`config.mk`:
```
export PLATFORM = sky130hd
export DESIGN_NAME = serial_att_loader
export DESIGN_NICKNAME = d
export VERILOG_FILES = /design/src/rtl/serial_att_loader.sv
export SDC_FILE = /design/constraint.sdc
export NUM_CORES = 1
export LEC_CHECK = 0
export ABC_AREA = 1
export BUFFER_PORTS_ARGS = -buffer_cell sky130_fd_sc_hd__buf_2
export CORE_MARGIN = 5
export CORE_UTILIZATION = 63
export DETAILED_ROUTE_END_ITERATION = 7
export HOLD_SLACK_MARGIN = 0.08
export PLACE_DENSITY = 0.84
export SYNTH_ARGS = -nofsm -noshare
export SYNTH_HDL_FRONTEND = slang
export SYNTH_SLANG_ARGS = --single-unit
```
`constraint.sdc`:
```
create_clock -name i_clock -period 2.9 [get_ports i_clock]
set_clock_uncertainty 0.15 [all_clocks]
set_input_delay 0.435 -clock i_clock [delete_from_list [all_inputs] [get_ports i_clock]]
set_output_delay 0.435 -clock i_clock [all_outputs]
set_load 0.02 [all_outputs]
```
`src/rtl/serial_att_loader.sv`:
```
// Serial loader for a bank of digital step attenuators sharing one CLK/DAT pair.
// Each channel is resent whenever its input word drifts from what was last latched.

module serial_att_lane #(
  parameter int WIDTH = 6
) (
  input  logic             i_clock,
  input  logic             i_reset,
  input  logic [WIDTH-1:0] i_att,
  input  logic [WIDTH-1:0] i_word,
  input  logic             i_force,
  input  logic             i_active,
  input  logic             i_clr,
  input  logic             i_take,
  output logic             o_pend
);
  logic [WIDTH-1:0] r_shadow;
  logic [WIDTH-1:0] w_ref;
  logic             r_pend;
  logic             w_set;

  // While this lane is on the wire, compare against the captured word so the
  // stale shadow does not queue a duplicate frame.
  assign w_ref = i_active ? i_word : r_shadow;
  assign w_set = i_force | ((i_att != w_ref) & ~i_clr);
  assign o_pend = r_pend;

  always_ff @(posedge i_clock) begin
    if (i_reset) begin
      r_shadow <= '0;
      r_pend   <= 1'b1;
    end else begin
      r_pend <= (r_pend & ~i_clr) | w_set;
      if (i_take) r_shadow <= i_word;
    end
  end
endmodule

module serial_att_loader #(
  parameter int CH        = 2,
  parameter int WIDTH     = 6,
  parameter int DIV       = 1,
  parameter int MSB_FIRST = 1
) (
  input  logic                  i_clock,
  input  logic                  i_reset,
  input  logic [CH*WIDTH-1:0]   i_att,
  input  logic                  i_force,
  output logic                  o_clk,
  output logic                  o_dat,
  output logic [CH-1:0]         o_en,
  output logic                  o_busy,
  output logic                  o_done
);
  localparam int              BW       = $clog2(WIDTH + 1);
  localparam int              SW       = (CH > 1) ? $clog2(CH) : 1;
  localparam logic [7:0]      PH_LAST  = 8'(DIV - 1);
  localparam logic [BW-1:0]   BIT_LAST = BW'(WIDTH - 1);

  typedef enum logic [2:0] {S_IDLE, S_SETUP, S_HIGH, S_LATCH, S_GAP} state_t;

  state_t           r_state, w_next;
  logic [7:0]       r_phase;
  logic [BW-1:0]    r_bit;
  logic [WIDTH-1:0] r_shift, r_word, w_pick_word;
  logic [SW-1:0]    r_sel, w_pick;
  logic [CH-1:0]    w_pend, w_clr, w_active;
  logic             w_any, w_start, w_ph_end, w_take;

  assign w_ph_end = (r_phase == PH_LAST);
  assign w_start  = (r_state == S_IDLE) && w_any;
  assign w_take   = (r_state == S_HIGH) && w_ph_end && (r_bit == BIT_LAST);

  // Descending scan so the lowest pending index wins.
  always_comb begin
    w_pick      = '0;
    w_pick_word = '0;
    w_any       = 1'b0;
    for (int c = CH - 1; c >= 0; c--) begin
      if (w_pend[c]) begin
        w_pick      = SW'(c);
        w_pick_word = i_att[c*WIDTH +: WIDTH];
        w_any       = 1'b1;
      end
    end
  end

  for (genvar c = 0; c < CH; c++) begin : g_lane
    assign w_clr[c]    = w_start && (w_pick == SW'(c));
    assign w_active[c] = (r_state != S_IDLE) && (r_sel == SW'(c));

    serial_att_lane #(.WIDTH(WIDTH)) u_lane (
      .i_clock  (i_clock),
      .i_reset  (i_reset),
      .i_att    (i_att[c*WIDTH +: WIDTH]),
      .i_word   (r_word),
      .i_force  (i_force),
      .i_active (w_active[c]),
      .i_clr    (w_clr[c]),
      .i_take   (w_take && (r_sel == SW'(c))),
      .o_pend   (w_pend[c])
    );
  end

  always_comb begin
    w_next = r_state;
    case (r_state)
      S_IDLE:  if (w_any)    w_next = S_SETUP;
      S_SETUP: if (w_ph_end) w_next = S_HIGH;
      S_HIGH:  if (w_ph_end) w_next = (r_bit == BIT_LAST) ? S_LATCH : S_SETUP;
      S_LATCH: if (w_ph_end) w_next = S_GAP;
      S_GAP:   if (w_ph_end) w_next = S_IDLE;
      default: w_next = S_IDLE;
    endcase
  end

  always_ff @(posedge i_clock) begin
    if (i_reset) begin
      r_state <= S_IDLE;
      r_phase <= '0;
      r_bit   <= '0;
      r_shift <= '0;
      r_word  <= '0;
      r_sel   <= '0;
    end else begin
      r_state <= w_next;
      r_phase <= ((w_next != r_state) || (r_state == S_IDLE)) ? 8'd0 : 8'(r_phase + 8'd1);
      if (w_start) begin
        r_shift <= w_pick_word;
        r_word  <= w_pick_word;
        r_sel   <= w_pick;
        r_bit   <= '0;
      end else if ((r_state == S_HIGH) && w_ph_end) begin
        r_bit   <= BW'(r_bit + 1'b1);
        r_shift <= (MSB_FIRST != 0) ? (r_shift << 1) : (r_shift >> 1);
      end
    end
  end

  // Outputs decode registered state only, so DAT is already settled when CLK rises.
  assign o_clk  = (r_state == S_HIGH);
  assign o_dat  = ((r_state == S_SETUP) || (r_state == S_HIGH)) ?
                  ((MSB_FIRST != 0) ? r_shift[WIDTH-1] : r_shift[0]) : 1'b0;
  assign o_en   = (r_state == S_LATCH) ? (CH'(1) << r_sel) : '0;
  assign o_busy = (r_state != S_IDLE);
  assign o_done = (r_state == S_GAP) && w_ph_end;
endmodule

```
After elaboration in Yosys (flattened, before gate mapping)
Index checks and enable logic that the tools add are counted.

Multiplexer cells: 18. Reduce and logical (&&, ||, !) cells: 18. Shift-type cells: 1. Bitwise logic cells: 12. Equal/unequal tests: 8. $add $sub $neg: 2.

Operators with widths (number): 2-to-1 mux 6 bit (6); 2-to-1 mux 3 bit (5); case mux 3 bit (5 select lines) (1); inequality test 6 bit (2); logical AND 1 bit (10); adder 8 x 1 -> 8 bit, second input constant (1); logical NOT 8 bit (1); == test 3 x 2 -> 1 bit, second input constant (2); == test 3 bit, second input constant (2); AND 1 bit (4); 2-to-1 mux 1 bit (4); 2-to-1 mux 2 bit (2); inverter 1 bit (4); bitwise OR 1 bit (4); OR reduction 2 bit (2); adder 3 x 1 -> 3 bit, second input constant (1); == test 3 x 1 -> 1 bit, second input constant (1); logical NOT 3 bit (1); inequality test 3 bit (1); nonzero test 3 bit (1); logical OR 1 bit (2); nonzero test 2 bit (1); << shifter 1 x 1 -> 2 bit, first input constant (1).

Input port bits: 15. Logic and storage cells: 69. Register bits after elaboration: 41.

Longest topological paths before layout
Gate-level depths: netlist of run 1.

Depth in word-level cells: 8. Gate-level depth with buffers: 13.

By module
A second synthesis of run 1 with hierarchy kept.

Cells, all modules: 356. Area, all modules: 2359.8 sq um.

Modules (own cells, without submodules): serial_att_loader (seq. area each 540.5 sq um, instances 1, cells an instance 190, area each 1416.4 sq um); serial_att_lane (seq. area each 140.1 sq um, instances 2, cells an instance 83, area each 471.7 sq um).

Worst setup path before layout of run 1
Ideal clock, no wire load.

Path type: reg-to-output. Start: reg r_phase[0]. End: out o_done. Required time: 2315 ps. Cell stages (with the launch flop): 7. Arrival: 1448 ps. Setup slack: 867 ps. Path through: dfxtp_1 -> inv_1 -> ha_1 -> nand2_2 -> nor3_4 -> nand2_4 -> nor4_1.

Longest elaborated chain between the ends: 2.

Ends and longest elaborated chain: start, declared (RTL line 63) `logic [7:0] r_phase;`; start signal, assigned (RTL line 127) `r_phase <= ((w_next != r_state) || (r_state == S_IDLE)) ? 8'd0 : 8'(r_phase + 8'd1);`; logical NOT 8 bit (RTL line 70) `assign w_ph_end = (r_phase == PH_LAST);`; logical AND 1 bit (RTL line 146) `assign o_done = (r_state == S_GAP) && w_ph_end;`; end, declared (RTL line 53) `output logic o_done`.

Every way passes these cells.

Worst setup path after layout of run 1
Same ends and word-level chain as after synthesis.

==> impl_metrics.csv, run 1 <==
group,metric,value,unit
layout,final_common_cell,"nand2_1",
cts,clock_sinks,41,
yosys,mappedNetlistArea,0.00230,sq mm
worst_setup_path,critical_path_class,"reg2out",
worst_setup_path,ff2ff_setup_slack,750,ps
sta,max_slew_margin,66.4,%
grt,track_usage,21.2,%
placement,place.gp.congestion,0.942,
sta,timing.hold.ws,185,ps
grt,busiest_layer,"met2",
detailed_routing,final_antenna_net_count,0,
worst_setup_path,reg2reg_to,"r_shift[4]",
hold_path,worstHoldStart,"i_force",
sta,rsz0062_at_grt,"false",
yosys,yosys.area.top_type,"dfxtp_1",
cts,cts_hold_buf,0,
flow_run,maxCapViolCount,0,
worst_setup_path,path_delay_family,"simple AND/OR/NAND/NOR gates",
yosys,ys.warnings.count,0,
cts,clock_latency,300,ps
hold_path,whs_path_depth,3,
sta,setup_viol,0,
sta,drv_slew,0,
die,rows,22,
sta,final-hold-violation-count,0,
die,core,0.00361,sq mm
detailed_routing,dr.pass1.iters,5,
yosys,syn_inst,338,
sta,max_freq,0.463,GHz
grt,grt_overflow,0,
detailed_routing,vias_per_cell,5.28,
cts,clk_pin_slew,90,ps
grt,grt_max_degree,21,
worst_setup_path,path_cells,"inv_1 -> ha_1 -> nand2_2 -> nor3_4 -> nand2_4 -> nor4_1 -> buf_2",
yosys,ys_seq_elements,41,
detailed_routing,via_count,2143,
cts,cts_resized,0,
power_and_ir_drop,vdd_ir_drop_max,0.430,mV
worst_setup_path,start_kind,"flip-flop",
yosys,ys.flop_type,"dfxtp_1",
worst_setup_path,r2r-start,"r_state[1]",
worst_setup_path,cp-end-kind,"primary output",
die,die_w,70.4,um
cts,cts_max_path_buffers,2,
layout,layout.nets,376,
power_and_ir_drop,p_leak,1.14,nW
detailed_routing,drt_iter0_drc,198,
run_status,status,"finished clean",
worst_setup_path,critical_path.max_stage_delay,350,ps
layout,syn2layout_area_growth,8.55,%
worst_setup_path,crit_fanout,5,
cts,numCtsBuffers,5,
die,start_util,63.7,%
cts,cts_root_buf,"clkbuf_8",
yosys,synth_nets,357,
die,ios,21,
grt,antenna_found_initial,0,
yosys,synth.area.top_cells,"dfxtp_1 36%, nand2_1 13%, nand3_1 11%, inv_1 7.8%, nor2_1 4.2%",
power_and_ir_drop,power.density,584,mW/mm^2
grt,grt_pass1_wl,8490,um
cts,ctsHtreeMaxLevel,2,
detailed_routing,drc,0,
grt,grt_use_met3,4.32,%
hold_path,hold_end,"g_lane[1].u_lane.o_pend",
worst_setup_path,cp_num_buf_inv,2,
yosys,avgSynthCellArea,6.80,sq um
grt,grt_pass1_vias,1977,
detailed_routing,wl_per_cell,12.2,um
cts,tritoncts,"yes",
hold_path,hp-class,"in2reg",
placement,place_ws,802,ps
grt,met1_usage,26.3,%
yosys,synth-seq-area-share,35.7,%
layout,final_cell_mix,"81 x nand2_1, 52 x nand3_1, 48 x inv_1",
placement,portBuffers,20,
sta,min_period_over_period,74.4,%
sta,tightestPinTransition,502,ps
layout,layout-drive-gt1-share,12.6,%
worst_setup_path,cp.depth,7,
yosys,synth-edff-count,0,
worst_setup_path,critPathSlowestCell,"dfxtp_1",
layout,n_antenna_cell,0,
detailed_routing,drt_wl_total,4960,um
sta,min_period,2160,ps
worst_setup_path,worstPathRequired,2320,ps
worst_setup_path,crit_arrival,1570,ps
sta,tns,0,ps
grt,met2_usage,35.2,%
yosys,synth.top_cell.area_share,35.7,%
yosys,ys_types,35,
placement,place_hpwl,3780,um
die,dieHeight,70.4,um
sta,setup_slack,742,ps
die,dieArea,0.00496,sq mm
yosys,async_reset_ff_share,0,%
worst_setup_path,reg2reg_depth,8,
cts,post_cts.repair.setup_buffers,0,
==> metrics by stage <==
step	area [sq um]	power, W	util, %	std cells
after global routing	2490	0.00156	69.2	406
after detailed placement	2400	0.00107	66.6	398
after CTS	2490	0.00146	69.2	406
after global placement	2400	0.00106	66.6	398
after floorplan	2300	0.000986	-	338
final	2490	0.00146	69.2	406
==> sequential cells by signal (all words and copies together) (netlist names) <==
register                cells
r_state                     3
g_lane.u_lane.r_shadow     12
r_phase                     8
r_bit                       3
r_shift                     6
g_lane.u_lane.o_pend        2
r_word                      6
r_sel                       1
==> synth_stat cells (all sizes together), types with 3 or more instances <==
master / count
buf: 7
inv: 51
o22ai: 7
nor3: 11
nor2: 29
xor2: 3
a21oi: 16
nand2: 86
nand3: 53
dfxtp: 41
o21ai: 16
xnor2: 3
ha: 4
==> worst register-to-register path: stages, from the launching register on <==
cell	delay, ps
dfxtp_1	340
nor2_1	170
nand2_2	270
a21oi_4	330
inv_1	120
nand2_1	340
o21ai_0	160
o21ai_0	100
inv_1	60
==> cell families (layout without fill, tap and decap cells) <==
kind of cell               Yosys count  in the layout  synth area share (%)
AOI/OAI and AO/OA                   43             43                  10.8
xor gates and xnor gates             6              6                  2.29
adders and majority gates            4              4                  2.18
buffers and inverters               61             81                  11.4
DFF                                 41             41                  35.7
and+or+nand+nor                    183            183                  37.6
==> where the power goes <==
part           switching (W)  internal [W]
combinational       0.000281      0.000122
clock               0.000224      0.000175
sequential         0.0000422      0.000614
==> metal layers <==
| metal | wire length [um] | part of all wire (%) |
|---|---|---|
| met2 | 2280 | 46 |
| met5 | 0 | 0 |
| met1 | 2190 | 44 |
| met4 | 171 | 3.4 |
| met3 | 313 | 6.3 |
==> how the worst max path moves through the flow <==
stage / start / to / slack, ps
5_1_grt: r_state[1] / r_shift[2] / 580
3_5_place_dp: r_state[1] / r_shift[4] / 800
6_report: r_phase[0] / o_done / 740
4_1_cts: r_phase[0] / o_done / 720
3_3_place_gp: r_state[1] / r_shift[2] / 930
2_1_floorplan: r_phase[0] / o_done / 870
==> final cells by class <==
cell class | count | area, sq um
Inverter | 52 | 198
Fill cell | 312 | 1110
Clock inverter | 3 | 25.0
Sequential cell | 41 | 821
Timing Repair Buffer | 21 | 108
Clock buffer | 5 | 68.8
Tap cell | 48 | 60.1
Multi-Input combinational cell | 236 | 1210
(Power assumes the default switching activity.)
==> run 2, diff against run 1 <==
--- a/config.mk
+++ b/config.mk
@@ -8,10 +8,10 @@
 export ABC_AREA = 1
 export BUFFER_PORTS_ARGS = -buffer_cell sky130_fd_sc_hd__buf_2
 export CORE_MARGIN = 5
-export CORE_UTILIZATION = 63
+export CORE_UTILIZATION = 59
 export DETAILED_ROUTE_END_ITERATION = 7
 export HOLD_SLACK_MARGIN = 0.08
-export PLACE_DENSITY = 0.84
+export PLACE_DENSITY = 0.79
 export SYNTH_ARGS = -nofsm -noshare
 export SYNTH_HDL_FRONTEND = slang
 export SYNTH_SLANG_ARGS = --single-unit
==> constraint.sdc (replaced) <==
create_clock -name i_clock -period 2.2 [get_ports i_clock]
set_clock_uncertainty 0.15 [all_clocks]
set_input_delay 0.33 -clock i_clock [delete_from_list [all_inputs] [get_ports i_clock]]
set_output_delay 0.33 -clock i_clock [all_outputs]
set_load 0.02 [all_outputs]
==> run 2 against run 1 <==
Against the previous run:
- combinational power rose by 42%
- via count rose by 4.4%
- final area rose by 3.3%
- utilization rose by 0.14 points
- count of clock-buffer cells in the layout rose by 2
- non-clock buffer count rose by 7
- critical path type unchanged
- critical endpoint is now o_en[1]
- largest cell class unchanged
==> impl_metrics.csv, run 2 (synthesized netlist as in run 1, its figures left out) <==
group,metric,value,unit
run_status,status,"finished clean",
layout,largest_reg_flops,12,
detailed_routing,drt_wl_total,5430,um
die,rows,22,
placement,place.gp.congestion,0.982,
sta,drv_slew,0,
grt,antenna_found_initial,0,
worst_setup_path,start_kind,"flip-flop",
sta,min_period,2050,ps
grt,grt_pass1_wl,9310,um
grt,met1_usage,26.8,%
flow_run,maxCapViolCount,0,
worst_setup_path,crit_fanout,4,
layout,multi_input_area,0.00122,sq mm
hold_path,hp-class,"in2reg",
worst_setup_path,critical_path_class,"reg2out",
sta,tns,0,ps
power_and_ir_drop,p_leak,1.19,nW
detailed_routing,final_antenna_net_count,0,
power_and_ir_drop,power.density,804,mW/mm^2
cts,cts_max_path_buffers,2,
sta,max_slew_margin,79.6,%
detailed_routing,via_count,2238,
layout,nFillCells,348,
cts,cts_hold_buf,0,
cts,tritoncts,"yes",
grt,grt_use_met3,4.71,%
die,die_w,72.4,um
cts,cts_resized,0,
layout,n_antenna_cell,0,
worst_setup_path,reg2reg_depth,10,
cts,ctsHtreeMaxLevel,2,
layout,layout-drive-gt1-share,14.2,%
die,start_util,61.9,%
cts,numCtsBuffers,5,
layout,regArea,821,sq um
cts,clock_sinks,41,
grt,busiest_layer,"met2",
grt,grt_max_degree,18,
sta,setup_viol,0,
die,core,0.00372,sq mm
detailed_routing,wl_per_cell,13.2,um
detailed_routing,drc,0,
die,dieHeight,72.4,um
cts,post_cts.repair.setup_buffers,0,
sta,max_freq,0.488,GHz
die,dieArea,0.00524,sq mm
power_and_ir_drop,vdd_ir_drop_max,0.442,mV
placement,place_hpwl,4100,um
grt,track_usage,22.6,%
layout,top_regs,"g_lane.u_lane.r_shadow x12, r_phase x8",
sta,final-hold-violation-count,0,
sta,setup_slack,152,ps
placement,portBuffers,20,
die,ios,21,
layout,syn2layout_area_growth,12.1,%
layout,layout.nets,383,
worst_setup_path,worstPathRequired,1720,ps
worst_setup_path,cp-end-kind,"primary output",
cts,clock_latency,290,ps
layout,largest-register,"g_lane.u_lane.r_shadow",
layout,final_cell_mix,"81 x nand2_1, 52 x nand3_1, 48 x inv_1",
detailed_routing,dr.pass1.iters,5,
placement,place_ws,296,ps
hold_path,whs_path_depth,3,
sta,tightestPinTransition,304,ps
cts,cts_root_buf,"clkbuf_8",
sta,min_period_over_period,93.1,%
cts,clk_pin_slew,80,ps
sta,rsz0062_at_grt,"false",
layout,final_common_cell,"nand2_1",
grt,grt_overflow,0,
detailed_routing,vias_per_cell,5.42,
worst_setup_path,crit_arrival,1570,ps
grt,met2_usage,38.5,%
grt,grt_pass1_vias,2093,
detailed_routing,drt_iter0_drc,205,
run 2: final timing paths:
check,end,slack [ps],start
hold reg to reg,g_lane[1].u_lane.r_shadow[4],320,g_lane[1].u_lane.r_shadow[4]
setup / recovery,o_en[1],150,r_state[1]
setup reg to reg,r_shift[5],300,r_state[1]
hold / removal,g_lane[1].u_lane.o_pend,90,i_force
run 2: worst max-delay path: stages, from the launching register on:
cell and delay, ps:
dfxtp_1 410, inv_1 60, nor2_1 150, inv_1 70, nor2_1 240, inv_1 90
nor2_1 90, buf_2 160
run 2: through the flow:
stage / cell area, sq um / utilization (%) / instances / total power, W / hold slack, ps
after floorplan: 2300 / - / 338 / 0.00130 / 281
after global placement: 2450 / 66.0 / 405 / 0.00143 / 299
after detailed placement: 2450 / 66.0 / 405 / 0.00145 / 307
after CTS: 2570 / 69.2 / 413 / 0.00207 / 87.1
after global routing: 2580 / 69.3 / 413 / 0.00221 / 102
final: 2580 / 69.3 / 413 / 0.00207 / 91.0
run 2: area by class of cell:
type	count	area share (%)
clock inverters	1	1.17
flip-flops and latches	41	31.9
clock buffers	7	3.35
inverters	52	7.67
multi-input cells	236	47.4
well taps	48	2.33
repair buffers	28	6.22
run 2: routing by layer:
layer	wire length, um	up-vias
met5	0	-
met4	176	0
met3	362	16
met2	2640	95
met1	2250	990
li1	-	1137
run 2: where the power goes:
group	internal [W]	switching [W]
Sequential	0.000810	0.0000606
Clock	0.000370	0.000258
Combinational	0.000187	0.000386
Total	0.00137	0.000704
